===== src/rtl/stats_frame_reader_pkg.sv =====
// rtl/stats_frame_reader_pkg.sv - shared frame layout, FSM states and byte helpers for the stats frame link
package stats_frame_reader_pkg;

  localparam int          FRAME_LEN      = 10;
  localparam logic [7:0]  DEFAULT_HEADER = 8'hA5;

  typedef enum logic [1:0] {
    IDLE   = 2'd0,
    SEND   = 2'd1,
    FINISH = 2'd2
  } state_t;

  localparam logic [3:0] IDX_HDR    = 4'd0;
  localparam logic [3:0] IDX_I_HI   = 4'd1;
  localparam logic [3:0] IDX_I_LO   = 4'd2;
  localparam logic [3:0] IDX_R_HI   = 4'd3;
  localparam logic [3:0] IDX_R_LO   = 4'd4;
  localparam logic [3:0] IDX_J_HI   = 4'd5;
  localparam logic [3:0] IDX_J_LO   = 4'd6;
  localparam logic [3:0] IDX_CLK_HI = 4'd7;
  localparam logic [3:0] IDX_CLK_LO = 4'd8;
  localparam logic [3:0] IDX_CSUM   = 4'(FRAME_LEN - 1);

  // Counters arrive zero-extended to 16 bits so hi/lo bytes are plain slices.
  function automatic logic [7:0] frame_csum(input logic [15:0] a, input logic [15:0] b,
                                            input logic [15:0] c, input logic [15:0] d);
    return a[15:8] + a[7:0] + b[15:8] + b[7:0] + c[15:8] + c[7:0] + d[15:8] + d[7:0];
  endfunction

endpackage


===== src/rtl/stats_frame_mux.sv =====
// rtl/stats_frame_mux.sv - combinational frame byte selector driven by the byte index
module stats_frame_mux
  import stats_frame_reader_pkg::*;
#(
  parameter int         CW     = 11,
  parameter logic [7:0] HEADER = DEFAULT_HEADER
) (
  input  logic [CW-1:0] i_snap_i,
  input  logic [CW-1:0] i_snap_r,
  input  logic [CW-1:0] i_snap_j,
  input  logic [CW-1:0] i_snap_clk,
  input  logic [3:0]    i_idx,
  input  logic [7:0]    i_csum,
  output logic [7:0]    o_data
);

  logic [15:0] w_i;
  logic [15:0] w_r;
  logic [15:0] w_j;
  logic [15:0] w_clk;

  assign w_i   = 16'(i_snap_i);
  assign w_r   = 16'(i_snap_r);
  assign w_j   = 16'(i_snap_j);
  assign w_clk = 16'(i_snap_clk);

  always_comb begin
    o_data = 8'h00;
    case (i_idx)
      IDX_HDR:    o_data = HEADER;
      IDX_I_HI:   o_data = w_i[15:8];
      IDX_I_LO:   o_data = w_i[7:0];
      IDX_R_HI:   o_data = w_r[15:8];
      IDX_R_LO:   o_data = w_r[7:0];
      IDX_J_HI:   o_data = w_j[15:8];
      IDX_J_LO:   o_data = w_j[7:0];
      IDX_CLK_HI: o_data = w_clk[15:8];
      IDX_CLK_LO: o_data = w_clk[7:0];
      IDX_CSUM:   o_data = i_csum;
      default:    o_data = 8'h00;
    endcase
  end

endmodule


===== src/rtl/stats_frame_reader.sv =====
// rtl/stats_frame_reader.sv - snapshots the instruction-class counters and streams them as a 10-byte frame
module stats_frame_reader
  import stats_frame_reader_pkg::*;
#(
  parameter int         CW     = 11,
  parameter logic [7:0] HEADER = DEFAULT_HEADER
) (
  input  logic          clk,
  input  logic          reset,
  input  logic          start,
  input  logic [CW-1:0] i_cnt,
  input  logic [CW-1:0] r_cnt,
  input  logic [CW-1:0] j_cnt,
  input  logic [CW-1:0] clk_cnt,
  output logic [7:0]    out_data,
  output logic          out_valid,
  input  logic          out_ready,
  output logic          busy,
  output logic          done
);

  state_t        r_state;
  state_t        w_next_state;
  logic [3:0]    r_idx;
  logic [3:0]    w_next_idx;
  logic          w_capture;
  logic [CW-1:0] r_snap_i;
  logic [CW-1:0] r_snap_r;
  logic [CW-1:0] r_snap_j;
  logic [CW-1:0] r_snap_clk;
  logic [7:0]    w_csum;
  logic [7:0]    w_mux_data;

  always_ff @(posedge clk or posedge reset) begin
    if (reset) begin
      r_state    <= IDLE;
      r_idx      <= 4'd0;
      r_snap_i   <= '0;
      r_snap_r   <= '0;
      r_snap_j   <= '0;
      r_snap_clk <= '0;
    end else begin
      r_state <= w_next_state;
      r_idx   <= w_next_idx;
      if (w_capture) begin
        r_snap_i   <= i_cnt;
        r_snap_r   <= r_cnt;
        r_snap_j   <= j_cnt;
        r_snap_clk <= clk_cnt;
      end
    end
  end

  // Outputs decode from state only, so an asynchronous reset clears them at once.
  always_comb begin
    w_next_state = r_state;
    w_next_idx   = r_idx;
    w_capture    = 1'b0;
    out_valid    = 1'b0;
    busy         = 1'b0;
    done         = 1'b0;
    case (r_state)
      IDLE: begin
        if (start) begin
          w_next_state = SEND;
          w_next_idx   = IDX_HDR;
          w_capture    = 1'b1;
        end
      end
      SEND: begin
        out_valid = 1'b1;
        busy      = 1'b1;
        if (out_ready) begin
          if (r_idx == IDX_CSUM) begin
            w_next_state = FINISH;
          end else begin
            w_next_idx = r_idx + 4'd1;
          end
        end
      end
      FINISH: begin
        busy         = 1'b1;
        done         = 1'b1;
        w_next_state = IDLE;
      end
      default: begin
        w_next_state = IDLE;
      end
    endcase
  end

  assign w_csum = frame_csum(16'(r_snap_i), 16'(r_snap_r), 16'(r_snap_j), 16'(r_snap_clk));

  stats_frame_mux #(
    .CW     (CW),
    .HEADER (HEADER)
  ) u_mux (
    .i_snap_i   (r_snap_i),
    .i_snap_r   (r_snap_r),
    .i_snap_j   (r_snap_j),
    .i_snap_clk (r_snap_clk),
    .i_idx      (r_idx),
    .i_csum     (w_csum),
    .o_data     (w_mux_data)
  );

  assign out_data = (r_state == SEND) ? w_mux_data : 8'h00;

endmodule


===== config.mk =====
export PLATFORM = sky130hd
export DESIGN_NAME = stats_frame_reader
export DESIGN_NICKNAME = d
export VERILOG_FILES = /design/src/rtl/stats_frame_reader_pkg.sv /design/src/rtl/stats_frame_mux.sv /design/src/rtl/stats_frame_reader.sv
export SDC_FILE = /design/constraint.sdc
export NUM_CORES = 1
export LEC_CHECK = 0
export ABC_CLOCK_PERIOD_IN_PS = 5900
export CORE_AREA = 2 2 88 90
export DETAILED_ROUTE_END_ITERATION = 10
export DIE_AREA = 0 0 90 92
export PLACE_DENSITY = 0.76
export SLEW_MARGIN = 15
export SYNTH_ARGS = -nofsm -noshare
export SYNTH_HDL_FRONTEND = slang
export SYNTH_HIERARCHICAL = 1
export SYNTH_SLANG_ARGS = --single-unit

===== constraint.sdc =====
create_clock -name clk -period 5.9 [get_ports clk]
set_clock_uncertainty 0.2 [all_clocks]
set_input_delay 1.77 -clock clk [delete_from_list [all_inputs] [get_ports clk]]
set_output_delay 1.77 -clock clk [all_outputs]
set_load 0.05 [all_outputs]

==> summary.md, run 1 <==
| Metric | Value |
|---|---|
| GR Overflow Total | 0 |
| CTS tree | built |
| Bufs on Longest Clock Path | 2 |
| DP HPWL | 5.57 mm |
| Max Slew Vio Count | 0 |
| Final WS setup | -0.360 ns |
| Fin Hold WS | approximately 0.33 ns |
| Post-synthesis cell area | 3520 µm² |
| Synthesized flop and latch total | 50 |
| CP arrival | roughly 4.3 ns |
| Full die area | a little over 8000 µm² |
| Worst slew margin | 0.315 |
| N_diodes | 0 |
| Vias | 2538 |
| Die H | ~90 µm |
| Register area share after synthesis | 0.355 |
| H-tree Lvls | 2 |
| TritonCTS buffer count | 5 |
| Worst hold path depth | 1 |
| Final period util | 1.06 |
| PortBufs | between 50 and 60 |
| Final setup fails | 6 |
| Via-per-instance ratio | 5.24 |
| Netlist cell types | 45 |
| Multi-input logic area | approximately 2100 µm² |
| Layout cells sized above 1 | 0.293 |
| Fraction of registers with async set/reset | 1.00 |
| Core Area | 7450 µm² |
| Vias in the first global route | about 2.7k |
| Fmax | about 160 MHz |
| Fin cells | a little under 500 |
| GP Congestion | 0.868 |
| CP Capture Type | output pin |
| TritonRoute pass-1 iters | 4 |
| All-Layer GR Usage | 0.192 |
| Cells after synthesis | roughly 300 |
| Global-route wire length before repair | 12.8 mm |
| Rows | 32 |
| Status | complete, but fails checks |
| CP Launch Type | flop |
| Reg2reg path depth | 6 |
| Initial antenna violation count | 0 |
| P&R area growth vs syn | 29.6% |
| Syn nets | 396 |
| Final WL | roughly 7.8 mm |
| Final hold violation count | 0 |
| Largest net degree at the start of global routing | about 50 |
| RSZ-0062 raised after global routing | true |
| Clock slew at reported path FFs | approximately 0.090 ns |
| Initial DRC Count | just over 90 |
| Initial Util | 0.473 |
| WS Path Type | flop to output pin |
| CTS Sinks | 50 |
| Synth Warn # | 6 |
| Die extent in x | ~90 µm |
| Crit path max fanout | 2 |
| DRC Markers | 0 |
| Req. time, crit path | roughly 3.9 ns |
| Failing checks | setup timing |
| Fillers | about 620 |
| Final net count | 473 |
| Clock root cell | clkbuf_8 |
| Ys flop type | dfrtp_1 |
| IO Pins | between 50 and 60 |
| Reg area | 1250 µm² |
| Worst-margin pin slew | roughly 1.0 ns |
| Minimum clock period | 6.26 ns |
| Inst Count DP | ~470 |
| Max_cap viols | 0 |
| Post-synth EDFFs | 0 |
| DR WL/cell | between 15 and 20 µm |
| Hold Path Class | flop to flop |
| Post-synthesis average cell area | 11.6 µm² |
| ANT nets after route | 0 |
| Hold Buf Count CTS | 0 |
| Later-pin clock latency in the skew report | 0.30 ns |
synth_stat cells, types with 2 or more instances:
cell type	count	area share
ha_1	19	0.068
o21ai_0	6	0.0085
dfrtp_1	50	0.36
or3_1	3	0.0053
buf_2	6	0.0085
a22oi_1	6	0.013
a32oi_1	2	0.0050
nand2_1	7	0.0075
xnor2_1	10	0.025
inv_1	47	0.050
a21o_1	2	0.0043
nand3_1	4	0.0057
and2_1	9	0.016
nand3b_1	2	0.0043
a21oi_1	11	0.016
nor2_1	4	0.0043
a22o_1	4	0.010
o221ai_1	4	0.010
mux2i_1	8	0.023
o22ai_1	2	0.0036
fa_1	25	0.14
mux2_2	46	0.15
nor2b_1	5	0.0089
cells in the final DEF (no fill, tap or decap), types with 2 or more instances in the layout:
cell type	instances
a21oi_1	9
and2_1	5
and2_4	4
inv_1	40
or3_1	3
fa_1	23
ha_4	2
a32oi_1	2
nand3_1	4
o221ai_2	3
nor2b_1	5
mux2_2	46
clkdlybuf4s50_1	51
buf_12	5
clkbuf_8	6
nor2_1	4
inv_2	7
a21oi_2	2
xnor2_1	9
buf_4	22
o22ai_1	2
fa_2	2
nand2_1	7
o21ai_0	6
nand3b_1	2
ha_1	17
a21o_1	2
mux2i_1	8
dfrtp_1	50
buf_6	2
a22o_1	4
a22oi_1	5
routing by layer:
layer	GRT usage	routed length [µm]
met3	0.0353	335
met1	0.232	3130
met2	0.345	4070
met5	0	0
met4	0.0692	233
critical path: stages, from the launching register on:
cell      delay [ns]
dfrtp_1         0.42
fa_1            0.56
inv_2           0.04
fa_1            0.55
fa_1            0.44
fa_1            0.46
inv_2           0.08
ha_4            0.13
inv_2           0.04
fa_2            0.38
inv_1           0.06
a21o_1          0.14
a21oi_2         0.07
xnor2_1         0.14
nand2_1         0.08
o221ai_2        0.07
and2_4          0.18
buf_12          0.13
registers in the layout, indices dropped and copies added, names as in the netlist:
register,cells
r_snap_j,11
r_snap_r,11
r_idx,4
r_snap_i,11
r_snap_clk,11
r_state,2
what timing repair did:
item	4_1_cts	5_1_grt
setup buffers	1	1
pin swaps	18	6
gates cloned	0	0
setup endpoints to repair	6	6
hold endpoints to repair	0	0
gates resized for setup	16	9
stage by stage:
step | util | area (µm²) | TNS, ns | worst slack (ns)
floorplan | - | 3520 | -0.00938 | -0.00938
global placement | 0.587 | 4370 | -0.210 | -0.112
detailed placement | 0.587 | 4370 | -0.439 | -0.176
CTS | 0.608 | 4520 | -1.51 | -0.333
global route | 0.613 | 4560 | -2.42 | -0.555
finish | 0.613 | 4560 | -1.60 | -0.360
cell families (layout without fill, tap and decap cells):
family                   after synthesis  after routing  share of synthesized area
AO/OA/AOI/OAI                         46             46                     0.0942
XOR/XNOR                              11             11                     0.0274
adder cells (fa/ha/maj)               44             44                      0.210
buffers and inverters                 57            135                     0.0665
flip-flops                            50             50                      0.355
multiplexers                          54             54                      0.170
AND/OR/NAND/NOR                       42             42                     0.0768
worst paths after layout:
check / startpoint / to / slack [ns]
setup / recovery: r_snap_r[10]$_DFFE_PP0P_ / out_data[6] / -0.36
hold / removal: r_state[1]$_DFFE_PP0P_ / r_state[1]$_DFFE_PP0P_ / 0.33
setup reg to reg: r_state[0]$_DFFE_PP0P_ / r_idx[0]$_DFFE_PP0P_ / 3.64
hold reg to reg: r_state[1]$_DFFE_PP0P_ / r_state[1]$_DFFE_PP0P_ / 0.33
max in group asynchronous: reset / r_snap_i[10]$_DFFE_PP0P_ / 3.05
min in group asynchronous: reset / r_snap_clk[9]$_DFFE_PP0P_ / 1.82
area by class of cell:
type | count | share of cell area
Clock buffer | 7 | 0.0189
Timing Repair Buffer | 80 | 0.175
Inverter | 47 | 0.0387
Clock inverter | 1 | 0.00110
Multi-Input combinational cell | 197 | 0.464
Tap cell | 102 | 0.0280
Sequential cell | 50 | 0.274
Power of run 1 is not shown: default switching activity piles up to over one toggle a cycle in this logic, so the estimate is an artifact.
==> run 2: changes to the inputs <==
RECOVER_POWER = 100   (was not set)
==> run 2 against run 1 <==
Against the previous run: the flow finishes with violations (capacitance limit, slew limit, setup timing); sequential share of layout area about the same; global-route usage unchanged; die area unchanged; maximum frequency about the same; setup slack worse by 0.0016 ns; final area about the same; final cell count unchanged; core utilization about the same; first-iteration DRC count unchanged; critical path type unchanged; critical endpoint unchanged; largest cell class unchanged.
==> summary.md, run 2 (synthesized netlist as in run 1, its figures left out) <==
| Metric | Value |
|---|---|
| Final setup fails | 6 (unchanged) |
| TritonRoute pass-1 iters | 4 (unchanged) |
| PortBufs | 58 (unchanged) |
| Via-per-instance ratio | 5.25 (was 5.24) |
| CP arrival | 4.29 ns (about the same) |
| Most frequent cells in the layout | dfrtp_1 (50), clkdlybuf4s50_1 (47), mux2_2 (46) (was clkdlybuf4s50_1 (51), dfrtp_1 (50), mux2_2 (46)) |
| Final WL | 7.79 mm (was 7.76 mm) |
| CTS tree | built (unchanged) |
| Dpl ws | -0.176 ns (unchanged) |
| Global-route wire length before repair | 12.8 mm (unchanged) |
| Worst-margin pin slew | 1.86 ns (was 1.02 ns) |
| Fin Hold WS | 0.332 ns (was 0.331 ns) |
| Worst r2r src | r_state[0]$_DFFE_PP0P_ (unchanged) |
| DRC Markers | 0 (unchanged) |
| WP depth | 17 (unchanged) |
| IO Pins | 59 (unchanged) |
| Layout cells sized above 1 | 0.288 (was 0.293) |
| Max Slew Vio Count | 97 (was 0) |
| CP Launch Type | flop (unchanged) |
| N_diodes | 0 (unchanged) |
| Minimum clock period | 6.26 ns (about the same) |
| Final hold violation count | 0 (unchanged) |
| Vias in the first global route | 2746 (unchanged) |
| Critical path, cell by cell | fa_1, inv_2, fa_1, fa_1, fa_1, inv_2, ha_4, inv_2, fa_2, inv_1, a21o_1, a21oi_2, xnor2_1, nand2_1, o221ai_2, and2_4, buf_12 (unchanged) |
| Final period util | 1.06 (about the same) |
| Bufs on Longest Clock Path | 2 (unchanged) |
| Crit-path most repeated cell | fa_1 (unchanged) |
| GR Overflow Total | 0 (unchanged) |
| CTS Sinks | 50 (unchanged) |
| Initial antenna violation count | 0 (unchanged) |
| Req. time, crit path | 3.93 ns (about the same) |
| DP HPWL | 5.57 mm (unchanged) |
| Most common cell after layout, fill and taps aside | dfrtp_1 (was clkdlybuf4s50_1) |
| WS Path Type | flop to output pin (unchanged) |
| Full die area | 8280 µm² (unchanged) |
| Die extent in x | 90 µm (unchanged) |
| P&R area growth vs syn | 29.6% (about the same) |
| All-Layer GR Usage | 0.192 (unchanged) |
| Hold Path Class | flop to flop (unchanged) |
| Initial DRC Count | 92 (unchanged) |
| End of the critical path | out_data[6] (unchanged) |
| Crit path max fanout | 2 (unchanged) |
| CP top delay family | adder cells (unchanged) |
| Clock slew at reported path FFs | 0.09 ns (about the same) |
| CP Capture Type | output pin (unchanged) |
| Fmax | 160 MHz (about the same) |
| Later-pin clock latency in the skew report | 0.30 ns (about the same) |
| Clock root cell | clkbuf_8 (unchanged) |
| Rows | 32 (unchanged) |
| GP Congestion | 0.868 (unchanged) |
| RSZ-0062 raised after global routing | true (unchanged) |
| RR Endpoint | r_idx[0]$_DFFE_PP0P_ (unchanged) |
| Status | complete, but fails checks (unchanged) |
| Buf+Inv Stages, Crit Path | 5 (unchanged) |
| Reg2reg path depth | 6 (unchanged) |
| Final WS setup | -0.361 ns (was -0.360 ns) |
| Largest net degree at the start of global routing | 51 (unchanged) |
| Worst reg2reg setup slack | 3.06 ns (was 3.64 ns) |
| Fillers | 616 (unchanged) |
| Core Area | 7450 µm² (unchanged) |
| Max_cap viols | 2 (was 0) |
| ANT nets after route | 0 (unchanged) |
| Worst slew margin | -0.242 (was 0.315) |
| Crit path from | r_snap_r[10]$_DFFE_PP0P_ (unchanged) |
| Failing checks | capacitance limit, slew limit, setup timing (was setup timing) |
| Vias | 2541 (was 2538) |
| H-tree Lvls | 2 (unchanged) |
| Initial Util | 0.473 (unchanged) |
| Final net count | 473 (unchanged) |
| TritonCTS buffer count | 5 (unchanged) |
| Reg area | 1250 µm² (unchanged) |
| Crit-path max cell delay | 0.56 ns (about the same) |
| Die H | 92 µm (unchanged) |
| Multi-input logic area | 2120 µm² (about the same) |
| DR WL/cell | 16.1 µm (was 16.0 µm) |
| Slowest CP cell | fa_1 (unchanged) |
[run 2: how the worst min path moves through the flow]
stage / from / to / slack (ns) / depth (start not counted)
floorplan: r_state[1]$_DFFE_PP0P_ / r_state[1]$_DFFE_PP0P_ / 0.29 / 1
global placement: r_state[1]$_DFFE_PP0P_ / r_state[1]$_DFFE_PP0P_ / 0.31 / 1
detailed placement: r_state[1]$_DFFE_PP0P_ / r_state[1]$_DFFE_PP0P_ / 0.32 / 1
CTS: r_state[1]$_DFFE_PP0P_ / r_state[1]$_DFFE_PP0P_ / 0.34 / 1
global route: r_state[1]$_DFFE_PP0P_ / r_state[1]$_DFFE_PP0P_ / 0.36 / 1
finish: r_state[1]$_DFFE_PP0P_ / r_state[1]$_DFFE_PP0P_ / 0.33 / 1
[run 2: repair_timing]
item                       CTS  global route
buffers inserted             1             1
setup endpoints to repair    6             6
resized for setup           16             9
hold buffers                 0             0
pin swaps                   18             6
[run 2: worst reg2reg max path: cells and delay by family, from the launching register on]
| kind | cells | cell delay [ns] |
|---|---|---|
| AOI/OAI and AO/OA | 1 | 0.09 |
| buffers and inverters | 1 | 0.10 |
| and+or+nand+nor | 3 | 1.76 |
| DFF | 1 | 0.39 |
| adders and majority gates | 1 | 0.17 |
[run 2: stage by stage]
| step | TNS [ns] | area (µm²) | std cells | util |
|---|---|---|---|---|
| 3_5_place_dp | -0.439 | 4370 | 474 | 0.587 |
| 4_1_cts | -1.51 | 4520 | 483 | 0.608 |
| 2_1_floorplan | -0.00938 | 3520 | 304 | - |
| 3_3_place_gp | -0.210 | 4370 | 474 | 0.587 |
| 5_1_grt | -2.42 | 4560 | 484 | 0.612 |
| 6_report | -1.62 | 4560 | 484 | 0.612 |
[run 2: area by class of cell]
cell class	count	share of cell area
Tap cell	102	0.0280
Clock inverter	1	0.00110
Inverter	47	0.0387
Sequential cell	50	0.274
Clock buffer	7	0.0189
Timing Repair Buffer	80	0.175
Multi-Input combinational cell	197	0.464
[run 2: routing by layer]
layer / part of all wire / global-route usage
met5: 0 / 0
met1: 0.41 / 0.232
met3: 0.043 / 0.0353
met2: 0.52 / 0.345
met4: 0.030 / 0.0692
Power of run 2 is left out for the same reason.
==> run 3: changes to the inputs <==
SYNTH_HIERARCHICAL = not set   (was 1)
==> run 3 against run 2 <==
Against the previous run: the flow still finishes with violations (capacitance limit, slew limit, setup timing); critical path depth is the same; routed wire length shrank 1.4%; clock-buffer cell count shrank 1; global-route usage grew 0.59 points; critical path type unchanged; largest cell class unchanged; highest routed layer unchanged.
==> summary.md, run 3 <==
| Metric | Value |
|---|---|
| Final hold violation count | 0 (unchanged) |
| Ys flop type | dfrtp_1 (unchanged) |
| CTS Sinks | 50 (unchanged) |
| Fin area | 4510 µm² (was 4560 µm²) |
| Cells after synthesis | 321 (was 304) |
| Worst-margin pin slew | 2.17 ns (was 1.86 ns) |
| Register area share after synthesis | 0.357 (was 0.355) |
| Full die area | 8280 µm² (unchanged) |
| Dpl ws | -0.311 ns (was -0.176 ns) |
| Synth Warn # | 0 (was 6) |
| Final TNS setup | -1.66 ns (was -1.62 ns) |
| Final WL | 7.68 mm (was 7.79 mm) |
| Most common cell after layout, fill and taps aside | dfrtp_1 (unchanged) |
| DP HPWL | 5.62 mm (was 5.57 mm) |
| Crit-path most repeated cell | inv_2 (was fa_1) |
| Crit path max fanout | 2 (unchanged) |
| Vias | 2568 (was 2541) |
| Post-synthesis cell area | 3500 µm² (was 3520 µm²) |
| P&R area growth vs syn | 28.8% (was 29.6%) |
| Largest cells by area after synthesis | dfrtp_1 (36%), fa_1 (14%), mux2_2 (12%) (was dfrtp_1 (36%), mux2_2 (15%), fa_1 (14%)) |
| Crit-path max cell delay | 0.55 ns (was 0.56 ns) |
| Via-per-instance ratio | 5.17 (was 5.25) |
| Worst slew margin | -0.453 (was -0.242) |
| Initial DRC Count | 139 (was 92) |
| Most frequent cells in the layout | dfrtp_1 (50), inv_1 (46), clkdlybuf4s50_1 (44) (was dfrtp_1 (50), clkdlybuf4s50_1 (47), mux2_2 (46)) |
| Initial Util | 0.470 (was 0.473) |
| Failing checks | capacitance limit, slew limit, setup timing (unchanged) |
| Fmax | 159 MHz (was 160 MHz) |
| Max_cap viols | 2 (unchanged) |
| Hold Path Class | flop to flop (unchanged) |
| GP Congestion | 0.799 (was 0.868) |
| Top-count cell post-synth | inv_1 (was dfrtp_1) |
| Layout cells sized above 1 | 0.248 (was 0.288) |
| Initial antenna violation count | 0 (unchanged) |
| Die extent in x | 90 µm (unchanged) |
| Req. time, crit path | 3.93 ns (about the same) |
| Placed Area | 4320 µm² (was 4370 µm²) |
| Post-route core utilization | 0.606 (was 0.612) |
| H-tree Lvls | 2 (unchanged) |
| Minimum clock period | 6.30 ns (was 6.26 ns) |
| Clock root cell | clkbuf_8 (unchanged) |
| Rows | 32 (unchanged) |
| CTS tree | built (unchanged) |
| Top cells by count, synth | inv_1 (56), dfrtp_1 (50), mux2_2 (36) (was dfrtp_1 (50), inv_1 (47), mux2_2 (46)) |
| Post-synth top area cell | dfrtp_1 (unchanged) |
| Netlist cell types | 43 (was 45) |
| DR WL/cell | 15.4 µm (was 16.1 µm) |
| IO Pins | 59 (unchanged) |
| Core Area | 7450 µm² (unchanged) |
| Global-route wire length before repair | 13.0 mm (was 12.8 mm) |
| Bufs on Longest Clock Path | 2 (unchanged) |
| GR Overflow Total | 0 (unchanged) |
| Post-synthesis average cell area | 10.9 µm² (was 11.6 µm²) |
| Final net count | 488 (was 473) |
| Max Slew Vio Count | 98 (was 97) |
| Synthesized flop and latch total | 50 (unchanged) |
| Critical path, cell by cell | inv_2, fa_1, inv_2, fa_1, fa_1, inv_2, fa_1, inv_2, ha_4, inv_2, fa_2, inv_2, a221oi_2, nor3_1, a21oi_2, nor2_4, buf_8 (was fa_1, inv_2, fa_1, fa_1, fa_1, inv_2, ha_4, inv_2, fa_2, inv_1, a21o_1, a21oi_2, xnor2_1, nand2_1, o221ai_2, and2_4, buf_12) |
| All-Layer GR Usage | 0.198 (was 0.192) |
| TritonRoute pass-1 iters | 5 (was 4) |
| Final setup fails | 5 (was 6) |
| CP Launch Type | flop (unchanged) |
| RSZ-0062 raised after global routing | true (unchanged) |
| CP top delay family | adder cells (unchanged) |
| Largest net degree at the start of global routing | 51 (unchanged) |
| Die H | 92 µm (unchanged) |
| Slowest CP cell | fa_1 (unchanged) |
| WS Path Type | flop to output pin (unchanged) |
| DRC Markers | 0 (unchanged) |
| ANT nets after route | 0 (unchanged) |
| Buf+Inv Stages, Crit Path | 7 (was 5) |
| Post-synth EDFFs | 0 (unchanged) |
| Synth top area share | 0.357 (was 0.355) |
| Final WS setup | -0.402 ns (was -0.361 ns) |
| N_diodes | 0 (unchanged) |
| CP arrival | 4.33 ns (was 4.29 ns) |
| Fillers | 622 (was 616) |
| Final period util | 1.07 (was 1.06) |
| CP Capture Type | output pin (unchanged) |
| Later-pin clock latency in the skew report | 0.31 ns (was 0.30 ns) |
| TritonCTS buffer count | 5 (unchanged) |
| PortBufs | 58 (unchanged) |
| Fraction of registers with async set/reset | 1.00 (unchanged) |
| Status | complete, but fails checks (unchanged) |
| Clock slew at reported path FFs | 0.09 ns (about the same) |
| Syn nets | 415 (was 396) |
| Vias in the first global route | 2693 (was 2746) |
## run 3: cell count changes after synthesis, moves of 4 or more
| cell | delta |
|---|---|
| and2_1 | -9 |
| inv_1 | +9 |
| mux2_1 | +8 |
| mux2_2 | -10 |
| mux2i_1 | -4 |
| nand2_1 | +7 |
| nor2_1 | +11 |
| nor2b_1 | -4 |
## run 3: final cells by class
class	instances	area, µm²	share of cell area
clock inverter	2	37.5	0.00832
timing repair buffer	77	759	0.168
sequential	50	1250	0.277
inverter	57	215	0.0477
multi-input combinational	203	2050	0.454
clock buffer	6	72.6	0.0161
tap	102	128	0.0283
## run 3: routing by layer
metal,track usage,share of wire,routed length (µm)
met1,0.253,0.42,3240
met2,0.340,0.52,3980
met5,0,0,0
met3,0.0345,0.047,362
met4,0.0744,0.012,95
## run 3: cell families (layout without fill, tap and decap cells)
logic type	count (synthesis)	in the layout	synth area share
and+or+nand+nor	44	44	0.0600
buffers and inverters	68	142	0.0811
DFF	50	50	0.357
adders and majority gates	46	46	0.218
xor gates and xnor gates	11	11	0.0275
muxes	48	48	0.153
AOI/OAI and AO/OA	54	54	0.104
## run 3: per-stage QoR
step | hold slack, ns | cells
after floorplan | 0.287 | 321
after global placement | 0.309 | 487
after detailed placement | 0.321 | 487
after CTS | 0.342 | 496
after global routing | 0.360 | 497
final | 0.343 | 497
## run 3: path summary, 6_finish.rpt
kind                                               start                 endpoint  slack [ns]  cells after the start
worst max-delay path            r_snap_r[10]$_DFFE_PP0P_              out_data[3]       -0.40                     17
worst min-delay path             r_snap_r[9]$_DFFE_PP0P_  r_snap_r[9]$_DFFE_PP0P_        0.34                      1
worst max register to register    r_state[0]$_DFFE_PP0P_     r_idx[1]$_DFFE_PP0P_        3.02                      5
worst min register to register   r_snap_r[9]$_DFFE_PP0P_  r_snap_r[9]$_DFFE_PP0P_        0.34                      1
max in group asynchronous                          reset  r_snap_j[9]$_DFFE_PP0P_        2.23                      2
min in group asynchronous                          reset  r_snap_j[2]$_DFFE_PP0P_        2.27                      2
## run 3: timing repair
action / in CTS / in global routing
gates resized for setup: 21 / 4
setup endpoints to repair: 6 / 5
hold buffers: 0 / 0
buffers inserted: 2 / 1
pin swaps: 16 / 12
Power of run 3 is left out for the same reason.
